`src/rtl/d_cmp_pkg.sv`:
```
// d_cmp_pkg: shared definitions for the decode-stage branch resolution unit.
//   CMP_*      3-bit compare-mode encodings driven on i_op
//   BHT_RESET  counter value after reset (weakly not-taken)
//   sat2_next  2-bit saturating counter step
package d_cmp_pkg;

  localparam logic [2:0] CMP_EQ  = 3'b000;
  localparam logic [2:0] CMP_NE  = 3'b001;
  localparam logic [2:0] CMP_LEZ = 3'b010;
  localparam logic [2:0] CMP_GTZ = 3'b011;
  localparam logic [2:0] CMP_LTZ = 3'b100;
  localparam logic [2:0] CMP_GEZ = 3'b101;
  localparam logic [2:0] CMP_LT  = 3'b110;
  localparam logic [2:0] CMP_LTU = 3'b111;

  localparam logic [1:0] BHT_RESET = 2'b01;

  // Count toward 11 on taken and toward 00 on not-taken, sticking at both ends.
  function automatic logic [1:0] sat2_next(input logic [1:0] cnt, input logic taken);
    logic [1:0] nxt;
    nxt = cnt;
    if (taken) begin
      if (cnt != 2'b11) nxt = cnt + 2'd1;
    end else begin
      if (cnt != 2'b00) nxt = cnt - 2'd1;
    end
    return nxt;
  endfunction

endpackage

```
`src/rtl/d_bht.sv`:
```
// d_bht: BHT_DEPTH x 2-bit table of saturating branch counters.
//   clk, reset_n  clock / asynchronous active-low reset (all entries -> BHT_RESET)
//   rd_idx/rd_cnt asynchronous read port (fetch lookup), no write bypass
//   we/wr_idx/wr_taken  synchronous saturating update of one entry
module d_bht
  import d_cmp_pkg::*;
#(
  parameter int BHT_DEPTH = 16,
  parameter int IDXW      = $clog2(BHT_DEPTH)
) (
  input  logic            clk,
  input  logic            reset_n,
  input  logic [IDXW-1:0] rd_idx,
  output logic [1:0]      rd_cnt,
  input  logic            we,
  input  logic [IDXW-1:0] wr_idx,
  input  logic            wr_taken
);

  logic [1:0] cnt_q [BHT_DEPTH];
  logic [1:0] cnt_d [BHT_DEPTH];

  // Read returns the registered value, so a same-cycle update is not visible.
  assign rd_cnt = cnt_q[rd_idx];

  always_comb begin
    cnt_d = cnt_q;
    if (we) cnt_d[wr_idx] = sat2_next(cnt_q[wr_idx], wr_taken);
  end

  always_ff @(posedge clk or negedge reset_n) begin
    if (!reset_n) cnt_q <= '{default: BHT_RESET};
    else          cnt_q <= cnt_d;
  end

endmodule

```
`src/rtl/d_branch_cmp.sv`:
```
// d_branch_cmp: decode-stage branch resolution.
//   clk, reset_n        clock / asynchronous active-low reset
//   i_f_pc, o_f_pred_taken  fetch-side prediction lookup (MSB of indexed counter)
//   i_valid, i_is_branch, i_op, i_rs, i_rt, i_pc, i_pred_taken  D-stage branch
//   i_stall, i_flush    pipeline control for BHT update and D->E register
//   o_taken, o_mispredict   combinational compare result / mispredict flag
//   o_e_valid, o_e_taken, o_e_mispredict  registered D->E copies
//   o_br_cnt, o_mp_cnt  branch / mispredict statistics; present only when
//                       CMP_STATS_EN is defined, otherwise tied to zero
module d_branch_cmp
  import d_cmp_pkg::*;
#(
  parameter int WIDTH     = 32,
  parameter int BHT_DEPTH = 16,
  parameter int PC_LSB    = 2
) (
  input  logic             clk,
  input  logic             reset_n,
  input  logic [31:0]      i_f_pc,
  output logic             o_f_pred_taken,
  input  logic             i_valid,
  input  logic             i_is_branch,
  input  logic [2:0]       i_op,
  input  logic [WIDTH-1:0] i_rs,
  input  logic [WIDTH-1:0] i_rt,
  input  logic [31:0]      i_pc,
  input  logic             i_pred_taken,
  input  logic             i_stall,
  input  logic             i_flush,
  output logic             o_taken,
  output logic             o_mispredict,
  output logic             o_e_valid,
  output logic             o_e_taken,
  output logic             o_e_mispredict,
  output logic [31:0]      o_br_cnt,
  output logic [31:0]      o_mp_cnt
);

  localparam int IDXW = $clog2(BHT_DEPTH);

  logic [IDXW-1:0] f_idx;
  logic [IDXW-1:0] d_idx;
  logic [1:0]      f_cnt;
  logic            upd;
  logic            rs_zero;
  logic            rs_neg;

  assign f_idx = i_f_pc[PC_LSB +: IDXW];
  assign d_idx = i_pc[PC_LSB +: IDXW];
  assign upd   = i_valid & i_is_branch & ~i_stall;

  // Only the index slice of each PC and the counter MSB are consumed.
  logic unused_bits;
  assign unused_bits = ^{i_f_pc, i_pc, f_cnt[0]};

  d_bht #(
    .BHT_DEPTH(BHT_DEPTH),
    .IDXW     (IDXW)
  ) u_bht (
    .clk     (clk),
    .reset_n (reset_n),
    .rd_idx  (f_idx),
    .rd_cnt  (f_cnt),
    .we      (upd),
    .wr_idx  (d_idx),
    .wr_taken(o_taken)
  );

  assign o_f_pred_taken = f_cnt[1];

  // Zero-compare modes look only at rs.
  assign rs_zero = (i_rs == '0);
  assign rs_neg  = i_rs[WIDTH-1];

  always_comb begin
    o_taken = 1'b0;
    case (i_op)
      CMP_EQ:  o_taken = (i_rs == i_rt);
      CMP_NE:  o_taken = (i_rs != i_rt);
      CMP_LEZ: o_taken = rs_neg | rs_zero;
      CMP_GTZ: o_taken = ~rs_neg & ~rs_zero;
      CMP_LTZ: o_taken = rs_neg;
      CMP_GEZ: o_taken = ~rs_neg;
      CMP_LT:  o_taken = ($signed(i_rs) < $signed(i_rt));
      CMP_LTU: o_taken = (i_rs < i_rt);
      default: o_taken = 1'b0;
    endcase
  end

  assign o_mispredict = i_valid & i_is_branch & (o_taken != i_pred_taken);

  // D->E register: flush clears valid only, stall holds everything.
  logic e_valid_q, e_valid_d;
  logic e_taken_q, e_taken_d;
  logic e_mp_q,    e_mp_d;

  always_comb begin
    e_valid_d = e_valid_q;
    e_taken_d = e_taken_q;
    e_mp_d    = e_mp_q;
    if (i_flush) begin
      e_valid_d = 1'b0;
    end else if (!i_stall) begin
      e_valid_d = i_valid;
      e_taken_d = o_taken;
      e_mp_d    = o_mispredict;
    end
  end

  always_ff @(posedge clk or negedge reset_n) begin
    if (!reset_n) begin
      e_valid_q <= 1'b0;
      e_taken_q <= 1'b0;
      e_mp_q    <= 1'b0;
    end else begin
      e_valid_q <= e_valid_d;
      e_taken_q <= e_taken_d;
      e_mp_q    <= e_mp_d;
    end
  end

  assign o_e_valid      = e_valid_q;
  assign o_e_taken      = e_taken_q;
  assign o_e_mispredict = e_mp_q;

`ifdef CMP_STATS_EN
  logic [31:0] br_cnt_q, br_cnt_d;
  logic [31:0] mp_cnt_q, mp_cnt_d;

  always_comb begin
    br_cnt_d = br_cnt_q;
    mp_cnt_d = mp_cnt_q;
    if (upd && br_cnt_q != '1) br_cnt_d = br_cnt_q + 32'd1;
    if (upd && o_mispredict && mp_cnt_q != '1) mp_cnt_d = mp_cnt_q + 32'd1;
  end

  always_ff @(posedge clk or negedge reset_n) begin
    if (!reset_n) begin
      br_cnt_q <= '0;
      mp_cnt_q <= '0;
    end else begin
      br_cnt_q <= br_cnt_d;
      mp_cnt_q <= mp_cnt_d;
    end
  end

  assign o_br_cnt = br_cnt_q;
  assign o_mp_cnt = mp_cnt_q;
`else
  assign o_br_cnt = '0;
  assign o_mp_cnt = '0;
`endif

endmodule

```
`config.mk`:
```
export PLATFORM = sky130hd
export DESIGN_NAME = d_branch_cmp
export DESIGN_NICKNAME = d
export VERILOG_FILES = /design/src/rtl/d_cmp_pkg.sv /design/src/rtl/d_bht.sv /design/src/rtl/d_branch_cmp.sv
export SDC_FILE = /design/constraint.sdc
export NUM_CORES = 1
export LEC_CHECK = 0
export ABC_AREA = 1
export BUFFER_PORTS_ARGS = -buffer_cell sky130_fd_sc_hd__buf_2
export CAP_MARGIN = 20
export CELL_PAD_IN_SITES_DETAIL_PLACEMENT = 2
export CELL_PAD_IN_SITES_GLOBAL_PLACEMENT = 2
export CORE_MARGIN = 2
export CORE_UTILIZATION = 23
export DETAILED_ROUTE_END_ITERATION = 12
export PLACE_DENSITY_LB_ADDON = 0.1
export SKIP_CTS_REPAIR_TIMING = 1
export SYNTH_ARGS = -nofsm -noshare
export SYNTH_HDL_FRONTEND = slang
export SYNTH_SLANG_ARGS = --single-unit
```
`constraint.sdc`:
```
create_clock -name clk -period 4.8 [get_ports clk]
set_clock_uncertainty 0.15 [all_clocks]
set_input_delay 0.72 -clock clk [delete_from_list [all_inputs] [get_ports clk]]
set_output_delay 0.72 -clock clk [all_outputs]
set_load 0.03 [all_outputs]
```
==> run summary, run 1 <==
The H-tree depth is 2. The fraction of power consumed by sequential logic is 33.6%. The kind of critical path is in2out. The final design instance area without fill came out at a little over 0.004 mm². The cell that appears most often on the critical path is sky130_fd_sc_hd__nand2_1. The Yosys warning count came out at 0. Summed over all nets, the switching power comes to 0.000363 W. The met1 track demand over resource in global routing is 17.4%. The proportion of synthesized area in mux cells came out at 0.565%. Summing the areas of all compound-gate instances in the mapped netlist gives 9.81% of the synthesized area.

In this run the mean area of a mapped cell was approximately 6.6 µm². The floorplan step defined a die boundary enclosing 0.0164 mm². The number of nets with antenna violations after detailed routing came out at 0.

Counting distinct cell types in the post-synthesis netlist gives 30. The largest family of logic cells by synthesized area is simple AND/OR/NAND/NOR gates. The max-slew violation count is 0. The initial core utilization is 23.4%. The total clock buffers created by CTS is 5.

The tree is rooted in a sky130_fd_sc_hd__clkbuf_16. The layout overhead on the synthesized area is 16.2%. After the first detailed-routing iteration, the DRC count stood at 74. The final weighted congestion of routability-driven global placement came out at around 0.78. After detailed routing, the total wire length is 11300 µm. The worst stage delay on the critical path is 0.35 ns. In the synthesized netlist the async set-or-reset flop fraction comes to 100%. The vertical die dimension came out at 128 µm.

The clock insertion delay at the later pin of the skew report came out at about 0.28 ns. The number of global-route vias before repair came out at 3870. The number of cells produced by synthesis is about 540. The netlist area before placement is 0.00354 mm². After layout, the worst setup slack is 1.19 ns. The run finished with clean final reports. After the last flow step, the layout net total stands at 797. Setup repair after global routing left no endpoint under its margin. The post-route minimum period came out at 3.61 ns. The initialized floorplan defines 45 standard-cell rows. The share of cells above drive strength 1 is 19.4%. After clock tree synthesis, the clock-pin slew on the worst setup and hold paths is 0.06 ns. The first global-routing pass estimated 18800 µm of wire. TritonCTS built the clock tree. The sequential cell area in the final layout came out at 896 µm².

The number of design rule violations left after detail routing came out at 0. The placeable core region came out at about 0.015 mm². The placed wire-length estimate after detailed placement is 9580 µm. In this run the horizontal extent of the chip is 128 µm.

The tool flagged a number of max-cap violations equal to 0. The number of antenna violations at the first check in global routing is 0. The endpoint identified for the worst register-to-register timing path is u_bht.cnt_q[3]$_DFFE_PN0P_.

The combinational power share came out at 29.6%. The xor and xnor area share after synthesis came out at 0%. The startpoint identified for the worst register-to-register timing path is u_bht.cnt_q[14]$_DFFE_PN1P_. The average routed wire per standard cell is 13.9 µm. In this run the worst hold path is classified as reg2reg.

The final design utilization came out at a little over a quarter. The met2 capacity usage during global routing came out at 26.2%. The routed layout has 3522 vias. The tree built by TritonCTS fans out to 35 sinks. The maximum root-to-sink buffer count came out at 2. The final count of hold timing violations came out at 0. The worst hold path begins at u_bht.cnt_q[10]$_DFFE_PN1P_.

The slowest cell on the critical path is sky130_fd_sc_hd__ha_1. The placement-stage worst setup slack came out at ~1.1 ns. The overall global routing resource usage is roughly 14%. The number of setup violations in the final report is 0. The maximum vdd ir drop came out at about 98 µV.

The maximum fanout encountered on the critical timing path came out at 5. Counting flops with a built-in enable in the synthesized netlist gives 0. The port buffer count came out at 87. In the routed layout, each cell is associated on average with a via count of 4.32. The final clock period utilization by the worst path is about three quarters.

The share of the Yosys chip area taken by registers is 25.3%. The end point of the critical path is o_mispredict. The sort of element at the end of the critical path is a primary output. The worst setup path is launched from a primary input. The number of ports placed on the die boundary came out at 208. The setup check on the worst reg-to-reg path leaves a slack of roughly 2.8 ns. The internal power summed over all cells came out at ~0.00068 W.

The simple logic cell fraction of the synthesized area came out at 30.1%. The count of filler cells inserted in the layout came out at 1855. Summed over all cells, the static leakage comes to 2.35 nW. In the synthesized netlist the dominant register cell turns out to be sky130_fd_sc_hd__dfrtp_1. The maximum clock frequency came out at 277 MHz.

The final-layout setup total negative slack came out at 0 ns. Walking the worst path, the cells encountered are buf_2, ha_1, nand2_2, nor2_2, nand2_1, nor2_1, nand2_1, a21oi_1, nand2_1, nor2_1, nand2_1, inv_1, nand2_1, nand2_4, nand2_1, nand2_1, nor2_1, buf_2. Summing all placed instances gives a cell area of ~0.0039 mm². The largest net degree at the start of global routing came out at 36. At the worst endpoint, the arrival time is 2.74 ns.

After Yosys synthesis, full adders, half adders and majority gates account for 11.3% of the synthesized area. For the worst setup path, the data required time is 3.93 ns. The portion of total power attributed to the clock network came out at 36.8%.

The power density of the placed cells is around 250 mW/mm². The depth of the worst register-to-register path is 8. The number of detailed-routing iterations run before antenna repair is 4.

The start point of the critical path is i_rs[31]. The relative max-transition margin came out at 43.6%. The area of the multi-input gates came out at just over 0.002 mm². Synthesis inferred 35 register bits. The count of antenna diodes in the layout is 0.

The switching share of power is 34.7%. The smallest hold slack came out at between 0.3 and 0.4 ns. The residual overflow from global routing came out at 0.

Global routing consumed, on the met3 layer, under 10% of the routing resources. The actual transition at the worst max-transition pin came out at 0.845 ns. In this run the most used layer during global routing was met2.
## cells in the final DEF, fill, tap and decap left out, types with 9 or more instances in the layout
cell	instances
sky130_fd_sc_hd__nand3_1	9
sky130_fd_sc_hd__dfstp_2	16
sky130_fd_sc_hd__ha_1	32
sky130_fd_sc_hd__a21oi_1	16
sky130_fd_sc_hd__nand2_1	171
sky130_fd_sc_hd__inv_1	78
sky130_fd_sc_hd__nor2_1	68
sky130_fd_sc_hd__a22oi_1	16
sky130_fd_sc_hd__dfrtp_1	19
sky130_fd_sc_hd__conb_1	64
sky130_fd_sc_hd__buf_2	87
## synth_stat cells, types with 7 or more instances
master / instances / share of area (%)
sky130_fd_sc_hd__ha_1: 32 / 11
sky130_fd_sc_hd__nor2_1: 68 / 7.2
sky130_fd_sc_hd__dfstp_2: 16 / 12
sky130_fd_sc_hd__a22oi_1: 16 / 3.4
sky130_fd_sc_hd__nand2_1: 171 / 18
sky130_fd_sc_hd__nand3_1: 9 / 1.3
sky130_fd_sc_hd__dfrtp_1: 19 / 13
sky130_fd_sc_hd__buf_4: 64 / 14
sky130_fd_sc_hd__inv_1: 78 / 8.3
sky130_fd_sc_hd__a21oi_1: 16 / 2.3
sky130_fd_sc_hd__nand4_1: 7 / 1.2
sky130_fd_sc_hd__o21ai_0: 8 / 1.1
## routing by layer
metal  up-vias  share of wire [%]
met1      1695                 44
met3         8                4.6
met4         0                1.4
li1       1725                  -
met5         -                  0
met2        94                 50
## per-stage QoR
step                      cells  total power (W)
final                       816          0.00105
after global routing        816          0.00112
after CTS                   816          0.00107
after detailed placement    808         0.000674
after global placement      808         0.000664
after floorplan             600         0.000605
## state kept, by name, indices dropped and copies added, names as in the netlist
signal,flops
u_bht.cnt_q,32
o_e_valid,1
o_e_taken,1
o_e_mispredict,1
## kinds of logic after synthesis
kind of cell / count (synthesis)
AOI/OAI and AO/OA: 51
adders and majority gates: 32
buffers and inverters: 148
DFF: 35
muxes: 2
other: 1
and+or+nand+nor: 268
## power by group through the flow
stage	clock network, W	registers, W	logic (W)
floorplan	0	0.000356	0.000249
global placement	0	0.000356	0.000308
detailed placement	0	0.000357	0.000317
CTS	0.000395	0.000352	0.000318
global route	0.000409	0.000356	0.000355
finish	0.000385	0.000352	0.000310
## worst max-delay path: cells and delay by family
family	cells	cell delay, ns
AOI/OAI and AO/OA	1	0.16
adders and majority gates	1	0.35
buffers and inverters	3	0.33
and+or+nand+nor	13	1.17
## layout make-up
| class | count | area share [%] |
|---|---|---|
| inverters | 81 | 7.38 |
| flip-flops and latches | 35 | 21.7 |
| multi-input cells | 417 | 50.4 |
| well taps | 188 | 5.71 |
| repair buffers | 87 | 10.6 |
| clock inverters | 2 | 0.851 |
| clock buffers | 6 | 3.37 |
## worst min path at each step
stage / endpoint / slack (ns) / depth (start not counted)
4_1_cts: u_bht.cnt_q[12]$_DFFE_PN1P_ / 0.32 / 2
3_3_place_gp: u_bht.cnt_q[20]$_DFFE_PN1P_ / 0.31 / 2
5_1_grt: u_bht.cnt_q[16]$_DFFE_PN1P_ / 0.35 / 2
3_5_place_dp: u_bht.cnt_q[12]$_DFFE_PN1P_ / 0.31 / 2
2_1_floorplan: o_e_mispredict$_DFFE_PN0P_ / 0.27 / 0
6_report: u_bht.cnt_q[10]$_DFFE_PN1P_ / 0.32 / 2
(Power assumes the default switching activity.)
==> run 2, diff against run 1 <==
--- a/config.mk
+++ b/config.mk
@@ -5,13 +5,13 @@
 export SDC_FILE = /design/constraint.sdc
 export NUM_CORES = 1
 export LEC_CHECK = 0
-export ABC_AREA = 1
+export ABC_AREA = 0
 export BUFFER_PORTS_ARGS = -buffer_cell sky130_fd_sc_hd__buf_2
 export CAP_MARGIN = 20
 export CELL_PAD_IN_SITES_DETAIL_PLACEMENT = 2
 export CELL_PAD_IN_SITES_GLOBAL_PLACEMENT = 2
 export CORE_MARGIN = 2
-export CORE_UTILIZATION = 23
+export CORE_UTILIZATION = 24
 export DETAILED_ROUTE_END_ITERATION = 12
 export PLACE_DENSITY_LB_ADDON = 0.1
 export SKIP_CTS_REPAIR_TIMING = 1
==> constraint.sdc (replaced) <==
create_clock -name clk -period 3.6 [get_ports clk]
set_clock_uncertainty 0.15 [all_clocks]
set_input_delay 0.54 -clock clk [delete_from_list [all_inputs] [get_ports clk]]
set_output_delay 0.54 -clock clk [all_outputs]
set_load 0.03 [all_outputs]
==> run 2 against run 1 <==
  * Via count is 19% lower
  * Die area down 6.2%
  * Sequential power up 34%
  * Global-route usage shrank 1.5 points
  * Largest cell class unchanged
==> run summary, run 2 <==
After synthesis, the cell types taking the most area are sky130_fd_sc_hd__buf_4, sky130_fd_sc_hd__dfrtp_1, sky130_fd_sc_hd__dfstp_2. The internal power summed over all cells was 0.000907 W (+33%). The count of filler cells inserted in the layout is 1647 (-11%).

The data required time of the critical path came to 2.91 ns (-1.02 ns). The library cell used most frequently in the layout, excluding fill and tap cells, is sky130_fd_sc_hd__buf_2. The actual transition at the worst max-transition pin came out at 0.949 ns (+0.103 ns). The worst setup path is launched from a primary input. The final design instance area without fill came out at 0.00414 mm² (+0.55%). The post-synthesis async set-or-reset flop share is 100% (unchanged).

The switching power came to 0.000457 W (+26%). The placement-stage worst setup slack is -0.164 ns (-1.30 ns). sky130_fd_sc_hd__buf_4 is the most common cell in the netlist. The overall power came out at 0.00136 W (+30%). The instance area after placement was 0.00395 mm² (unchanged). The vertical die dimension came out at 124 µm (-3.2%). The layout overhead on the synthesized area came out at 19.7%. The register ranked first by flip-flop count is u_bht.cnt_q. The maximum fanout encountered on the critical timing path is 4 (-1).

The die area came out at 0.0154 mm² (-6.2%). met2 is the most crowded layer. The final-layout setup total negative slack is 0 ns (unchanged). The global-route wire length before repair is 15400 µm (-18%). Setup repair after global routing left no endpoint under its margin.

The number of cells produced by synthesis came to 366 (-32%). The port buffer count came out at 87 (unchanged). The initial core utilization came to 24.7% (+1.3 points).

The total clock buffers created by CTS came out at 5 (unchanged). The placed wire-length estimate after detailed placement came out at 8200 µm (-14%). The number of unique standard cell types used by synthesis is 52 (+73%). The netlist area before placement came out at 0.00346 mm² (-2.4%). The portion of the post-synthesis area used by sequential elements is 25.9% (+0.61 points). The post-synthesis register bit count was 35 (unchanged). The number of nets with antenna violations after detailed routing came to 0 (unchanged).

The number of detailed-routing iterations run before antenna repair came out at 4 (unchanged). The placeable core region came out at 0.0140 mm² (-7.6%). The H-tree depth is 2 (unchanged). The per-instance average area after synthesis was 9.46 µm² (+43%). The share of the synthesized area in the top cell type came out at 14.1% (-4.0 points).

The detailed-route via count came to 2860 (-19%). The post-route minimum period came out at about 3.5 ns. The number of antenna violations at the first check in global routing is 0 (unchanged). The number of flip-flops in the largest register came out at 32 (unchanged). The final clock period utilization by the worst path is 96.0%. The met2 capacity usage during global routing came to 24.0% (-2.3 points). The number of setup violations in the final report is 0 (unchanged). In the layout the commonest cells are sky130_fd_sc_hd__buf_2, sky130_fd_sc_hd__conb_1, sky130_fd_sc_hd__nand2_1. The number of global-route vias before repair is 3098 (-20%). In the synthesized netlist, the cells that appear most often are sky130_fd_sc_hd__buf_4, sky130_fd_sc_hd__nand2_1, sky130_fd_sc_hd__inv_1. The number of enable-type register cells in the synthesized netlist came out at 0 (unchanged). The total length of routed wires came out at 9890 µm (-13%).

CTS placed an instance of sky130_fd_sc_hd__clkbuf_16 at the clock tree root. By startpoint and endpoint, the worst setup path is classified as in2out. The setup slack of the critical path after layout is 0.142 ns (-1.04 ns). The flow ran to the end, and the final reports show no timing, DRC or antenna violations. The number of ports placed on the die boundary came to 208 (unchanged).

The met3 track demand over resource came out at 1.69% (-0.89 points). The final weighted congestion of routability-driven global placement came out at 0.676 (-13%). The count of antenna diodes in the layout was 0 (unchanged).

The detailed router's first-iteration violation count was 69 (-6.8%). In the synthesized netlist the dominant register cell turns out to be sky130_fd_sc_hd__dfrtp_1. The number of design rule violations left after detail routing came out at 0 (unchanged).

The residual overflow from global routing is 0 (unchanged). The share of cells above drive strength 1 came out at 38.3% (+19 points). The leakage power came to 2.04 nW (-13%). The maximum root-to-sink buffer count is 2 (unchanged). The switching share of power is 33.5% (-1.2 points). The post-layout instance count excluding filler cells is 653 (-20%). The max-slew violation count is 0 (unchanged).

The path class of the tightest hold or removal check is in2async. The number of vias per cell after detailed routing is 4.38 (+1.5%). The Yosys warning count came out at 0 (unchanged). The fraction of power consumed by sequential logic is 34.4% (+0.8 points).

The total of max-cap violations came out at 0 (unchanged). STA classifies the critical path endpoint as a primary output. The x dimension of the die is 124 µm (-3.2%). The row count came to 43 (-4.4%). The portion of total power attributed to the clock network is 33.1% (-3.7 points). The largest net degree at the start of global routing is 36 (unchanged).

sky130_fd_sc_hd__buf_4 takes more of the synthesized area than any other cell. The power density of the placed cells came out at 329 mW/mm² (+30%). TritonCTS built the clock tree.

For this run, the top clock speed supported by timing is 289 MHz. The combinational power share came to 32.5% (+2.9 points). The placed cell count is 642 (-21%). The overall global routing resource usage is 12.8% (-1.5 points). The average routed wire per standard cell came out at 15.1 µm (+9.2%). The arrival time at the worst endpoint is 2.77 ns (+0.03 ns). The maximum vdd ir drop is 161 µV (+65%). The clock insertion delay at the later pin of the skew report is 0.28 ns (about the same).

The number of sinks on the clock net came to 35 (unchanged). The clock-pin transition on the worst setup and hold timing paths is 0.05 ns (about the same). The final net count came out at 642 (-19%). The final count of hold timing violations was 0 (unchanged). The relative max-transition margin came out at 36.2% (-7.5 points). The met1 track demand over resource in global routing is 15.5% (-1.9 points).
## run 2: cell types whose count changed in the layout (fill, tap and decap cells not counted), sizes merged, moves of 4 or more
cell | before | now
nand2 | 175 | 41
nor2 | 71 | 11
inv | 79 | 34
buf | 87 | 109
mux2 | 0 | 17
o31ai | 2 | 17
a22oi | 16 | 3
mux4 | 0 | 13
nor4 | 0 | 11
o21ai | 10 | 4
nor2b | 0 | 4
o211ai | 0 | 4
## run 2: power groups by stage
stage	clock network [W]	logic (W)	registers, W
3_5_place_dp	0	0.000442	0.000476
6_report	0.000451	0.000442	0.000470
4_1_cts	0.000465	0.000444	0.000470
2_1_floorplan	0	0.000342	0.000477
3_3_place_gp	0	0.000436	0.000473
5_1_grt	0.000481	0.000494	0.000474
## run 2: final cells by class
cell class	instances	area, µm²	area share (%)
clock buffers	8	156	3.78
inverters	34	128	3.08
multi-input cells	287	2140	51.6
flip-flops and latches	35	896	21.6
well taps	180	225	5.44
repair buffers	109	601	14.5
## run 2: through the flow
stage | utilization [%] | hold WS, ns
2_1_floorplan | - | 0.0944
3_3_place_gp | 28.2 | 0.321
3_5_place_dp | 28.2 | 0.347
4_1_cts | 29.3 | 0.244
5_1_grt | 29.6 | 0.268
6_report | 29.6 | 0.215
## run 2: cells by family (layout without fill, tap and decap cells)
family / Yosys count / count (layout) / synth area share (%)
adder cells (fa/ha/maj): 32 / 32 / 11.6
flip-flops: 35 / 35 / 25.9
AO/OA/AOI/OAI: 53 / 53 / 11.0
multiplexers: 31 / 31 / 14.3
buffers and inverters: 107 / 151 / 19.9
other: 1 / 64 / 0.108
AND/OR/NAND/NOR: 105 / 105 / 16.7
XOR/XNOR: 2 / 2 / 0.506
## run 2: layer usage
layer | up-vias | wire (µm)
met5 | - | 0
met1 | 1380 | 4280
met2 | 79 | 4920
met4 | 0 | 80
li1 | 1394 | -
met3 | 7 | 606
## run 2: critical path: stages
cell and delay [ns]:
sky130_fd_sc_hd__buf_2 0.11, sky130_fd_sc_hd__ha_1 0.32, sky130_fd_sc_hd__a21oi_1 0.16, sky130_fd_sc_hd__nand2_1 0.08, sky130_fd_sc_hd__a221o_1 0.35, sky130_fd_sc_hd__o31a_1 0.37
sky130_fd_sc_hd__nor3_4 0.25, sky130_fd_sc_hd__nor3_1 0.08, sky130_fd_sc_hd__buf_4 0.14, sky130_fd_sc_hd__nor3_2 0.13, sky130_fd_sc_hd__buf_2 0.23
## run 2: final timing paths
| kind | start | to | slack (ns) | cells after the start |
|---|---|---|---|---|
| max | i_rs[14] | o_mispredict | 0.14 | 11 |
| min | reset_n | u_bht.cnt_q[3]$_DFFE_PN0P_ | 0.22 | 1 |
| max reg2reg | u_bht.cnt_q[9]$_DFFE_PN0P_ | u_bht.cnt_q[28]$_DFFE_PN1P_ | 1.08 | 7 |
| min reg2reg | u_bht.cnt_q[19]$_DFFE_PN0P_ | u_bht.cnt_q[19]$_DFFE_PN0P_ | 0.35 | 2 |
| max in group asynchronous | reset_n | u_bht.cnt_q[1]$_DFFE_PN0P_ | 2.56 | 1 |
| min in group clk | i_flush | o_e_valid$_DFFE_PN0P_ | 0.29 | 2 |
==> run 3, diff against run 2 <==
--- a/config.mk
+++ b/config.mk
@@ -5,13 +5,13 @@
 export SDC_FILE = /design/constraint.sdc
 export NUM_CORES = 1
 export LEC_CHECK = 0
-export ABC_AREA = 0
+export ABC_AREA = 1
 export BUFFER_PORTS_ARGS = -buffer_cell sky130_fd_sc_hd__buf_2
 export CAP_MARGIN = 20
 export CELL_PAD_IN_SITES_DETAIL_PLACEMENT = 2
 export CELL_PAD_IN_SITES_GLOBAL_PLACEMENT = 2
 export CORE_MARGIN = 2
-export CORE_UTILIZATION = 24
+export CORE_UTILIZATION = 22
 export DETAILED_ROUTE_END_ITERATION = 12
 export PLACE_DENSITY_LB_ADDON = 0.1
 export SKIP_CTS_REPAIR_TIMING = 1
==> run 3 against run 2 <==
  * Register-to-register slack better by 0.50 ns
  * Worst hold slack better by 0.013 ns
  * Sequential power hardly changed
  * Combinational power is 5.7% lower
  * Critical path depth is 7 higher
  * Clock-buffer cell count stayed put
  * Clock power is 3% higher
  * Non-clock buffer count is 22 lower
  * Maximum frequency is 6.4% higher
  * Power is 1.0% lower
  * Largest cell class unchanged
==> run summary, run 3 (synthesized netlist as in run 1, its figures left out) <==
The detailed router's first-iteration violation count is 104 (+51%). The vertical die dimension came out at 131 µm (+5.5%). The global-route wire length before repair was 18600 µm (+21%). The number of nets with antenna violations after detailed routing was 0 (unchanged).

The x dimension of the die is 131 µm (+5.5%). The smallest hold slack came out at 0.228 ns (+0.0127 ns). The most numerous cell type found on the critical path is sky130_fd_sc_hd__nand2_1.

The slowest stage of the critical path belongs to the cell sky130_fd_sc_hd__ha_1. The maximum fanout encountered on the critical timing path came out at 5 (+1). The number of design rule violations left after detail routing is 0 (unchanged). The port buffer count came out at 87 (unchanged). The number of flip-flops in the largest register is 32 (unchanged).

The final-layout setup total negative slack came out at 0 ns (unchanged). The number of detailed-routing iterations run before antenna repair came to 4 (unchanged). The combinational power share was 30.9% (-1.6 points). u_bht.cnt_q holds more flip-flops than any other register. The largest net degree at the start of global routing is 36 (unchanged). In this design, the largest share of critical-path delay is due to simple AND/OR/NAND/NOR gates. Leaving out fill and tap cells, the most frequent cell in the layout is sky130_fd_sc_hd__nand2_1.

The H-tree depth came out at 2 (unchanged). The placed wire-length estimate after detailed placement came out at 9540 µm (+16%). The leakage power is 2.34 nW (+15%). The post-layout instance count excluding filler cells came out at 845 (+29%). The final clock period utilization by the worst path came out at 90.3% (-5.7 points).

The overall global routing resource usage came out at 13.6% (+0.77 points). The worst setup path is captured at a primary output. The clock-pin transition on the worst setup and hold timing paths came out at 0.06 ns (about the same). The detailed-route via count came to 3478 (+22%).

The maximum vdd ir drop came out at 232 µV (+44%). The switching power came to 0.000487 W (+6.7%). The fraction of power consumed by sequential logic is 34.8% (+0.4 points).

The clock insertion delay at the later pin of the skew report came out at 0.28 ns (about the same). STA classifies the critical path startpoint as a primary input. The maximum clock frequency is 308 MHz (+6.4%). The post-route minimum period came out at 3.25 ns (-0.207 ns). The number of antenna violations at the first check in global routing came to 2 (+2). The initial core utilization came out at 22.4% (-2.3 points). The die area is 0.0171 mm² (+11%). The flow ran to the end, and the final reports show no timing, DRC or antenna violations. The portion of total power attributed to the clock network was 34.3% (+1.2 points).

The residual overflow from global routing came out at 0 (unchanged). By startpoint and endpoint, the worst setup path is classified as in2out. The buffer and inverter count on the worst path came out at 3 (unchanged). The total clock buffers created by CTS came out at 5 (unchanged). The final count of hold timing violations is 0 (unchanged). The relative max-transition margin was 42.4% (+6.3 points). The total of max-cap violations is 0 (unchanged). The data required time of the critical path came out at 2.91 ns (about the same). The number of sinks on the clock net is 35 (unchanged).

TritonCTS built the clock tree. The maximum root-to-sink buffer count is 2 (unchanged). The placeable core region is 0.0158 mm² (+13%). The number of vias per cell after detailed routing is 4.12 (-6.0%). Clock tree synthesis selected as its root buffer the cell sky130_fd_sc_hd__clkbuf_16. The number of global-route vias before repair came to 3825 (+23%). The number of ports placed on the die boundary is 208 (unchanged). The row count was 46 (+7.0%). The arrival time at the worst endpoint is 2.56 ns (-0.21 ns). Setup repair after global routing left no endpoint under its margin. Traced cell by cell, the critical path runs through buf_2, ha_1, nand2_2, nor2_2, nand2_1, nor2_1, nand2_1, a21oi_1, nand2_1, nor2_1, nand2_1, inv_1, nand2_1, nand2_4, nand2_1, nand2_1, nor2_1, buf_2. The path class of the lowest-slack min-delay path is in2async. The average routed wire per standard cell is 13.5 µm (-11%). The total length of routed wires is 11400 µm (+16%). The internal power summed over all cells is 0.000862 W (-4.9%).

The placed cell count was 836 (+30%). The actual transition at the worst max-transition pin came to 0.864 ns (-0.0852 ns). The switching share of power came to 36.1% (+2.6 points).

The final net count came out at 797 (+24%). The final weighted congestion of routability-driven global placement is 0.771 (+14%). In the layout the commonest cells are sky130_fd_sc_hd__nand2_1, sky130_fd_sc_hd__buf_2, sky130_fd_sc_hd__inv_1. The power density of the placed cells came to 326 mW/mm² (-1.1%).

The number of setup violations in the final report was 0 (unchanged). The worst stage delay on the critical path was 0.36 ns (about the same). The max-slew violation count came out at 0 (unchanged). Compared with the post-synthesis result, the final layout area differs by 16.9%. The count of filler cells inserted in the layout came out at 1973 (+20%). The share of cells above drive strength 1 is 19.6% (-19 points).
run 3: stage by stage:
step | utilization [%] | setup slack [ns] | area, µm² | power [W]
3_5_place_dp | 25.1 | 0.310 | 3980 | 0.000900
5_1_grt | 26.2 | 0.0112 | 4140 | 0.00144
3_3_place_gp | 25.1 | 0.338 | 3980 | 0.000885
2_1_floorplan | - | 0.661 | 3780 | 0.000807
6_report | 26.2 | 0.349 | 4140 | 0.00135
4_1_cts | 26.1 | 0.304 | 4140 | 0.00138
run 3: final timing paths:
check	startpoint	to	slack [ns]	cells past startpoint
worst min-delay path	reset_n	u_bht.cnt_q[7]$_DFFE_PN0P_	0.23	1
worst max register to register	u_bht.cnt_q[0]$_DFFE_PN1P_	u_bht.cnt_q[4]$_DFFE_PN1P_	1.58	9
max in group asynchronous	reset_n	u_bht.cnt_q[17]$_DFFE_PN0P_	2.53	1
min in group clk	i_flush	o_e_valid$_DFFE_PN0P_	0.28	2
worst min register to register	u_bht.cnt_q[10]$_DFFE_PN1P_	u_bht.cnt_q[10]$_DFFE_PN1P_	0.32	2
worst max-delay path	i_rs[31]	o_mispredict	0.35	18
run 3: power by group through the flow:
stage               clock network (W)  registers [W]  logic (W)
floorplan                           0       0.000474   0.000332
global placement                    0       0.000475   0.000409
detailed placement                  0       0.000476   0.000424
CTS                          0.000480       0.000471   0.000425
global route                 0.000493       0.000475   0.000473
finish                       0.000463       0.000470   0.000417
run 3: worst register-to-register path, cell delays in order, from the launching register on:
cell and delay, ns:
sky130_fd_sc_hd__dfstp_2 0.37, sky130_fd_sc_hd__a22oi_1 0.19, sky130_fd_sc_hd__nand2_1 0.09, sky130_fd_sc_hd__nand2_1 0.09, sky130_fd_sc_hd__nand4_1 0.19, sky130_fd_sc_hd__clkinv_1 0.10, sky130_fd_sc_hd__nor2_1 0.06, sky130_fd_sc_hd__o21ai_4 0.50
sky130_fd_sc_hd__nand2_1 0.13, sky130_fd_sc_hd__nand2_1 0.09
run 3: cell type report:
class / count / area (µm²) / area share [%]
Sequential cell: 35 / 896 / 21.6
Antenna cell: 1 / 2.50 / 0.0604
Timing Repair Buffer: 87 / 435 / 10.5
Inverter: 81 / 304 / 7.34
Multi-Input combinational cell: 417 / 2080 / 50.2
Tap cell: 216 / 270 / 6.52
Clock buffer: 8 / 156 / 3.77
run 3: per-layer routing:
layer	vias up	track usage [%]	part of all wire (%)
met1	1652	17.6	46
met2	97	24.1	48
met4	0	2.13	0.65
li1	1723	-	-
met5	-	0	0
met3	6	2.24	4.8
